===== config.mk =====
export PLATFORM = sky130hd
export DESIGN_NAME = c66x_power_supervisor_flat
export DESIGN_NICKNAME = d
export VERILOG_FILES = /design/src/rtl/c66x_power_supervisor_if.sv /design/src/rtl/c66x_power_supervisor.sv /design/src/flat_wrapper.sv
export SDC_FILE = /design/constraint.sdc
export NUM_CORES = 1
export LEC_CHECK = 0
export CORE_ASPECT_RATIO = 0.7
export CORE_MARGIN = 2
export CORE_UTILIZATION = 45
export CTS_BUF_LIST = sky130_fd_sc_hd__clkbuf_8
export CTS_CLUSTER_DIAMETER = 50
export DETAILED_ROUTE_END_ITERATION = 6
export GPL_TIMING_DRIVEN = 0
export PLACE_DENSITY = 0.66
export SYNTH_ARGS = -nofsm -noshare
export SYNTH_HDL_FRONTEND = slang
export SYNTH_SLANG_ARGS = --single-unit

===== constraint.sdc =====
create_clock -name sysclk -period 4.35 [get_ports sysclk]
set_clock_uncertainty 0.1 [all_clocks]
set_input_delay 1.305 -clock sysclk [delete_from_list [all_inputs] [get_ports sysclk]]
set_output_delay 1.305 -clock sysclk [all_outputs]
set_load 0.03 [all_outputs]

===== src/rtl/c66x_power_supervisor_if.sv =====
// Host/sequencer-facing signal bundle of the C66x power supervisor.
// master = host/bench side, slave = supervisor side.
interface c66x_power_supervisor_if;
    logic       power_req;
    logic       board_good;
    logic [3:0] seq_state;
    logic       enable;
    logic       fault;
    logic [2:0] retry_count;
    logic [2:0] sup_state;

    modport master (
        output power_req, board_good, seq_state,
        input  enable, fault, retry_count, sup_state
    );

    modport slave (
        input  power_req, board_good, seq_state,
        output enable, fault, retry_count, sup_state
    );
endinterface


===== src/rtl/c66x_power_supervisor.sv =====
// DSP power supervisor: qualifies the host request, enables the power sequencer, retries or latches a fault.
// Optional macro C66X_SUPERVISOR_RETRY_EN enables retry/backoff; without it any failure latches FAULT.
module c66x_power_supervisor #(
    parameter int unsigned TICK_DIV         = 500,
    parameter int unsigned STARTUP_TICKS    = 100,
    parameter int unsigned ON_TIMEOUT_TICKS = 10000,
    parameter int unsigned BACKOFF_TICKS    = 500,
    parameter int unsigned MAX_RETRIES      = 3
) (
    input logic                    sysclk,
    input logic                    reset,
    c66x_power_supervisor_if.slave bus
);
    localparam int unsigned TICK_W = 14;
    localparam int unsigned PRE_W  = (TICK_DIV > 1) ? $clog2(TICK_DIV) : 1;
    localparam logic [TICK_W-1:0] TICK_MAX = '1;

    localparam logic [2:0] ST_IDLE     = 3'd0;
    localparam logic [2:0] ST_STARTUP  = 3'd1;
    localparam logic [2:0] ST_ENABLING = 3'd2;
    localparam logic [2:0] ST_RUNNING  = 3'd3;
    localparam logic [2:0] ST_BACKOFF  = 3'd4;
    localparam logic [2:0] ST_FAULT    = 3'd5;

    localparam logic [3:0] SEQ_OFF = 4'b0000;
    localparam logic [3:0] SEQ_ON  = 4'b1001;

    if (MAX_RETRIES < 1 || MAX_RETRIES > 7) begin : g_bad_max_retries
        $error("MAX_RETRIES must be within 1..7");
    end

    logic [2:0]        state_q, state_d;
    logic [PRE_W-1:0]  pre_q, pre_d, pre_inc;
    logic [TICK_W-1:0] tick_q, tick_d, tick_inc;
    logic [2:0]        retry_q, retry_d;
    logic              enable_q, fault_q;
    logic              tick_wrap, abort, seq_on, seq_shutdown, fail;
`ifdef C66X_SUPERVISOR_RETRY_EN
    logic [2:0]        retry_sat;
`endif

    // "Reaching N" is judged on the value the tick counter takes at this edge.
    always_comb begin
        tick_wrap    = (pre_q == PRE_W'(TICK_DIV - 1));
        pre_inc      = tick_wrap ? '0 : pre_q + PRE_W'(1);
        tick_inc     = (tick_wrap && (tick_q != TICK_MAX)) ? tick_q + TICK_W'(1) : tick_q;
        abort        = !bus.power_req || !bus.board_good;
        seq_on       = (bus.seq_state == SEQ_ON);
        seq_shutdown = (bus.seq_state >= 4'b1010) && (bus.seq_state <= 4'b1110);
    end

`ifdef C66X_SUPERVISOR_RETRY_EN
    assign retry_sat = (retry_q == 3'd7) ? 3'd7 : retry_q + 3'd1;
`endif

    // Next-state decode; priority is abort > success > failure > timer.
    always_comb begin
        state_d = state_q;
        retry_d = retry_q;
        fail    = 1'b0;
        case (state_q)
            ST_IDLE: begin
                if (bus.power_req && bus.board_good) state_d = ST_STARTUP;
            end
            ST_STARTUP: begin
                if (abort)                                          state_d = ST_IDLE;
                else if (tick_inc == TICK_W'(STARTUP_TICKS))        state_d = ST_ENABLING;
            end
            ST_ENABLING: begin
                if (abort) state_d = ST_IDLE;
                else if (seq_on) begin
                    state_d = ST_RUNNING;
                    retry_d = '0;
                end
                else if (seq_shutdown || (tick_inc == TICK_W'(ON_TIMEOUT_TICKS))) fail = 1'b1;
            end
            ST_RUNNING: begin
                if (abort)        state_d = ST_IDLE;
                else if (!seq_on) fail    = 1'b1;
            end
            ST_BACKOFF: begin
                if (abort) state_d = ST_IDLE;
                else if ((bus.seq_state == SEQ_OFF) && (tick_inc >= TICK_W'(BACKOFF_TICKS)))
                    state_d = ST_ENABLING;
            end
            ST_FAULT: begin
                if (!bus.power_req) state_d = ST_IDLE;
            end
            default: state_d = ST_IDLE;
        endcase

        if (fail) begin
`ifdef C66X_SUPERVISOR_RETRY_EN
            retry_d = retry_sat;
            state_d = (32'(retry_sat) >= MAX_RETRIES) ? ST_FAULT : ST_BACKOFF;
`else
            state_d = ST_FAULT;
`endif
        end

        if (state_d == ST_IDLE) retry_d = '0;
`ifndef C66X_SUPERVISOR_RETRY_EN
        retry_d = '0;
`endif
    end

    // Timebase restarts on every state change.
    always_comb begin
        if (state_d != state_q) begin
            pre_d  = '0;
            tick_d = '0;
        end else begin
            pre_d  = pre_inc;
            tick_d = tick_inc;
        end
    end

    always_ff @(posedge sysclk) begin
        if (reset) begin
            state_q  <= ST_IDLE;
            pre_q    <= '0;
            tick_q   <= '0;
            retry_q  <= '0;
            enable_q <= 1'b0;
            fault_q  <= 1'b0;
        end else begin
            state_q  <= state_d;
            pre_q    <= pre_d;
            tick_q   <= tick_d;
            retry_q  <= retry_d;
            enable_q <= (state_d == ST_ENABLING) || (state_d == ST_RUNNING);
            fault_q  <= (state_d == ST_FAULT);
        end
    end

    assign bus.enable      = enable_q;
    assign bus.fault       = fault_q;
    assign bus.retry_count = retry_q;
    assign bus.sup_state   = state_q;
endmodule


===== src/flat_wrapper.sv =====
// flat-port wrapper written by rule: the top's interface ports become plain ports
module c66x_power_supervisor_flat 
#(
    parameter int unsigned TICK_DIV         = 500,
    parameter int unsigned STARTUP_TICKS    = 100,
    parameter int unsigned ON_TIMEOUT_TICKS = 10000,
    parameter int unsigned BACKOFF_TICKS    = 500,
    parameter int unsigned MAX_RETRIES      = 3
)
  (sysclk, reset, bus_power_req, bus_board_good, bus_seq_state, bus_enable, bus_fault, bus_retry_count, bus_sup_state);
  c66x_power_supervisor_if bus_i ();
  input logic sysclk;
  input logic reset;
  input wire logic [$bits(bus_i.power_req)-1:0] bus_power_req;
  input wire logic [$bits(bus_i.board_good)-1:0] bus_board_good;
  input wire logic [$bits(bus_i.seq_state)-1:0] bus_seq_state;
  output wire logic [$bits(bus_i.enable)-1:0] bus_enable;
  output wire logic [$bits(bus_i.fault)-1:0] bus_fault;
  output wire logic [$bits(bus_i.retry_count)-1:0] bus_retry_count;
  output wire logic [$bits(bus_i.sup_state)-1:0] bus_sup_state;
  assign bus_i.power_req = bus_power_req;
  assign bus_i.board_good = bus_board_good;
  assign bus_i.seq_state = bus_seq_state;
  assign bus_enable = bus_i.enable;
  assign bus_fault = bus_i.fault;
  assign bus_retry_count = bus_i.retry_count;
  assign bus_sup_state = bus_i.sup_state;
  c66x_power_supervisor #(.TICK_DIV(TICK_DIV), .STARTUP_TICKS(STARTUP_TICKS), .ON_TIMEOUT_TICKS(ON_TIMEOUT_TICKS), .BACKOFF_TICKS(BACKOFF_TICKS), .MAX_RETRIES(MAX_RETRIES)) u_core (.sysclk(sysclk), .reset(reset), .bus(bus_i));
endmodule

==> metrics.md <==
| Metric | Value |
|---|---|
| Worst EP arrival | around 4.0 ns |
| YS warnings | 0 |
| Post-route cell area | ~0.0022 mm² |
| Outcome | finished clean |
| CTS tree | yes |
| Synth area leader | dfxtp_1 |
| Via density | 5.90 |
| Top FF cell, synth | dfxtp_1 |
| Final setup TNS | 0 ns |
| Via count | approximately 1900 |
| Final Setup Violations | 0 |
| Max Cap Viol | 0 |
| CTS Hold Bufs | 0 |
| Postcts setup bufs | 0 |
| Critical path class | reg2reg |
| Endpoint class of the critical path | register |
| Final ANT Viol Nets | 0 |
| Leak Pwr | approximately 0.00067 µW |
| Die width | 82.4 µm |
| Worst Path Required | between 4 and 5 ns |
| Nets | ~280 |
| Vias in the first global route | about 1600 |
| Final worst path period share | 0.916 |
| Port Buffer Count | 12 |
| Clock latency on the worst-skew pair | 0.28 ns |
| HP Class | reg2reg |
| First-pass GRT wire length | ~8000 µm |
| H-tree depth | 1 |
| VDD IR max | between 100 and 150 µV |
| Gr usage total | 0.216 |
| Hold_ws | a little under 0.4 ns |
| Die Y-Extent | just under 60 µm |
| Pwr Total | approximately 470 µW |
| PD cells | 216 mW/mm² |
| Initial antenna violation count | 0 |
| Dpl cells | between 300 and 400 |
| Non-Filler Instances | 320 |
| Placer congestion estimate | between 0.9 and 1 |
| Post-Synthesis Cells | 250 |
| Post-synthesis cell type count | 56 |
| Core Rows | 19 |
| Post-synthesis register bit count | 28 |
| Final min period | between 3 and 4 ns |
| Most frequent cells in the layout | dfxtp_1, nor2_1, nand2_1 |
| CTS Buf Count | 3 |
| IO Count | 16 |
| DP HPWL | about 3700 µm |
| Worst-path clk slew | about 0.1 ns |
| Clock root cell | clkbuf_8 |
| Max Clock Freq | ~0.25 GHz |
| Largest net degree at the start of global routing | 16 |
| Antenna diode count | 0 |
| DRC | 0 |
| Placed Area | 0.00213 mm² |
| Final Hold Fails | 0 |
| Post-synth EDFFs | 0 |
| Clock Path Buffers | 2 |
| Yosys top cell area share | 0.289 |
| Register area share after synthesis | 0.289 |
| Initial Util | 0.482 |
| WL final | 4840 µm |
| Max transition margin | 0.412 |
| Drt initial violations | 258 |
| Area growth syn-to-layout | 12.8% |
| Post-CTS sizing | 0 |
| Total clock sinks | 28 |
| CP startpoint kind | register |
| Synth async-reset ratio | 0 |
| Synth Cell Area | roughly 0.0019 mm² |
| Layout cells sized above 1 | 0.0896 |
| Core area | 0.00402 mm² |
| Wire length per cell | about 15 µm |
| Die area | 0.00486 mm² |
| Critical path fanouts, max | 10 |
| Total grt overflow | 0 |
| Drt first pass iters | 4 |
| Commonest non-fill, non-tap cell in the layout | dfxtp_1 |
| Max-slew violation count | 0 |
| Worst Max-Slew Pin Slew | roughly 0.9 ns |
| Main area contributors after synthesis | dfxtp_1, xnor2_1, nor2_1 |
| Unrepaired setup endpoints after global routing | no |
| Mean Syn Cell Area | between 7 and 8 µm² |
==> synth_stat cells, types with 3 or more instances <==
master and count:
nor3_1 13, or4_1 4, o211ai_1 4, nand3b_1 3, o21ai_0 5, xnor2_1 12
nand2_1 21, o22ai_1 3, inv_1 12, a31oi_1 7, xor2_1 4, a21oi_1 10
o31ai_1 4, buf_4 3, nor4_1 7, nor2b_1 3, clkbuf_1 6, nor2_1 24
dfxtp_1 28, nand3_1 14, buf_2 5, nand4_1 8
==> kinds of logic after synthesis <==
group                    synth area share
flip-flops                          0.289
XOR/XNOR                           0.0723
adder cells (fa/ha/maj)            0.0129
AND/OR/NAND/NOR                     0.362
other                             0.00193
AO/OA/AOI/OAI                       0.191
buffers and inverters              0.0710
==> worst max-delay path: stages (launching register included) <==
cell	delay, ns
dfxtp_1	0.50
ha_1	0.35
nand3_1	0.31
nor4_2	0.84
nor2_1	0.36
a311oi_1	0.39
o22ai_1	0.18
o311a_1	0.42
nand4_4	0.17
buf_6	0.17
a21oi_1	0.06
==> flip-flops by register name (all words and copies together), names as in the netlist <==
| signal | flops |
|---|---|
| u_core.bus.fault | 1 |
| u_core.bus.enable | 1 |
| u_core.bus.sup_state | 3 |
| u_core.pre_q | 9 |
| u_core.tick_q | 14 |
==> routing by layer <==
metal | track usage | vias up | share of wire
met5 | 0 | - | 0
met4 | 0.0405 | 0 | 0.0091
met1 | 0.367 | 865 | 0.54
met3 | 0.0491 | 6 | 0.072
met2 | 0.265 | 54 | 0.37
li1 | - | 964 | -
==> area by class of cell <==
type,instances,area (µm²)
flip-flops and latches,28,561
clock buffers,4,55.1
repair buffers,12,120
inverters,12,45.0
plain buffers,16,92.6
well taps,52,65.1
fillers,397,1830
multi-input cells,196,1250
==> power breakdown <==
group / internal [µW] / total, µW / switching (µW) / leakage [µW]
clock: 81.3 / 169 / 87.8 / 0.0000288
combinational: 19.0 / 42.5 / 23.5 / 0.000412
sequential: 259 / 261 / 2.27 / 0.000226
==> metrics by stage <==
step                worst slack, ns  utilization
floorplan                      1.24            -
global placement              0.552        0.530
detailed placement            0.510        0.530
CTS                           0.503        0.544
global route                  0.185        0.544
finish                        0.367        0.544
==> path summary, 6_finish.rpt <==
| kind | from | end | slack, ns | depth (start not counted) |
|---|---|---|---|---|
| setup / recovery | u_core.tick_q[0] | u_core.tick_q[4] | 0.37 | 10 |
| hold / removal | u_core.pre_q[0] | u_core.pre_q[0] | 0.39 | 1 |
| setup reg to reg | u_core.tick_q[0] | u_core.tick_q[4] | 0.37 | 10 |
| hold reg to reg | u_core.pre_q[0] | u_core.pre_q[0] | 0.39 | 1 |
Power figures use the tool's default switching activity.
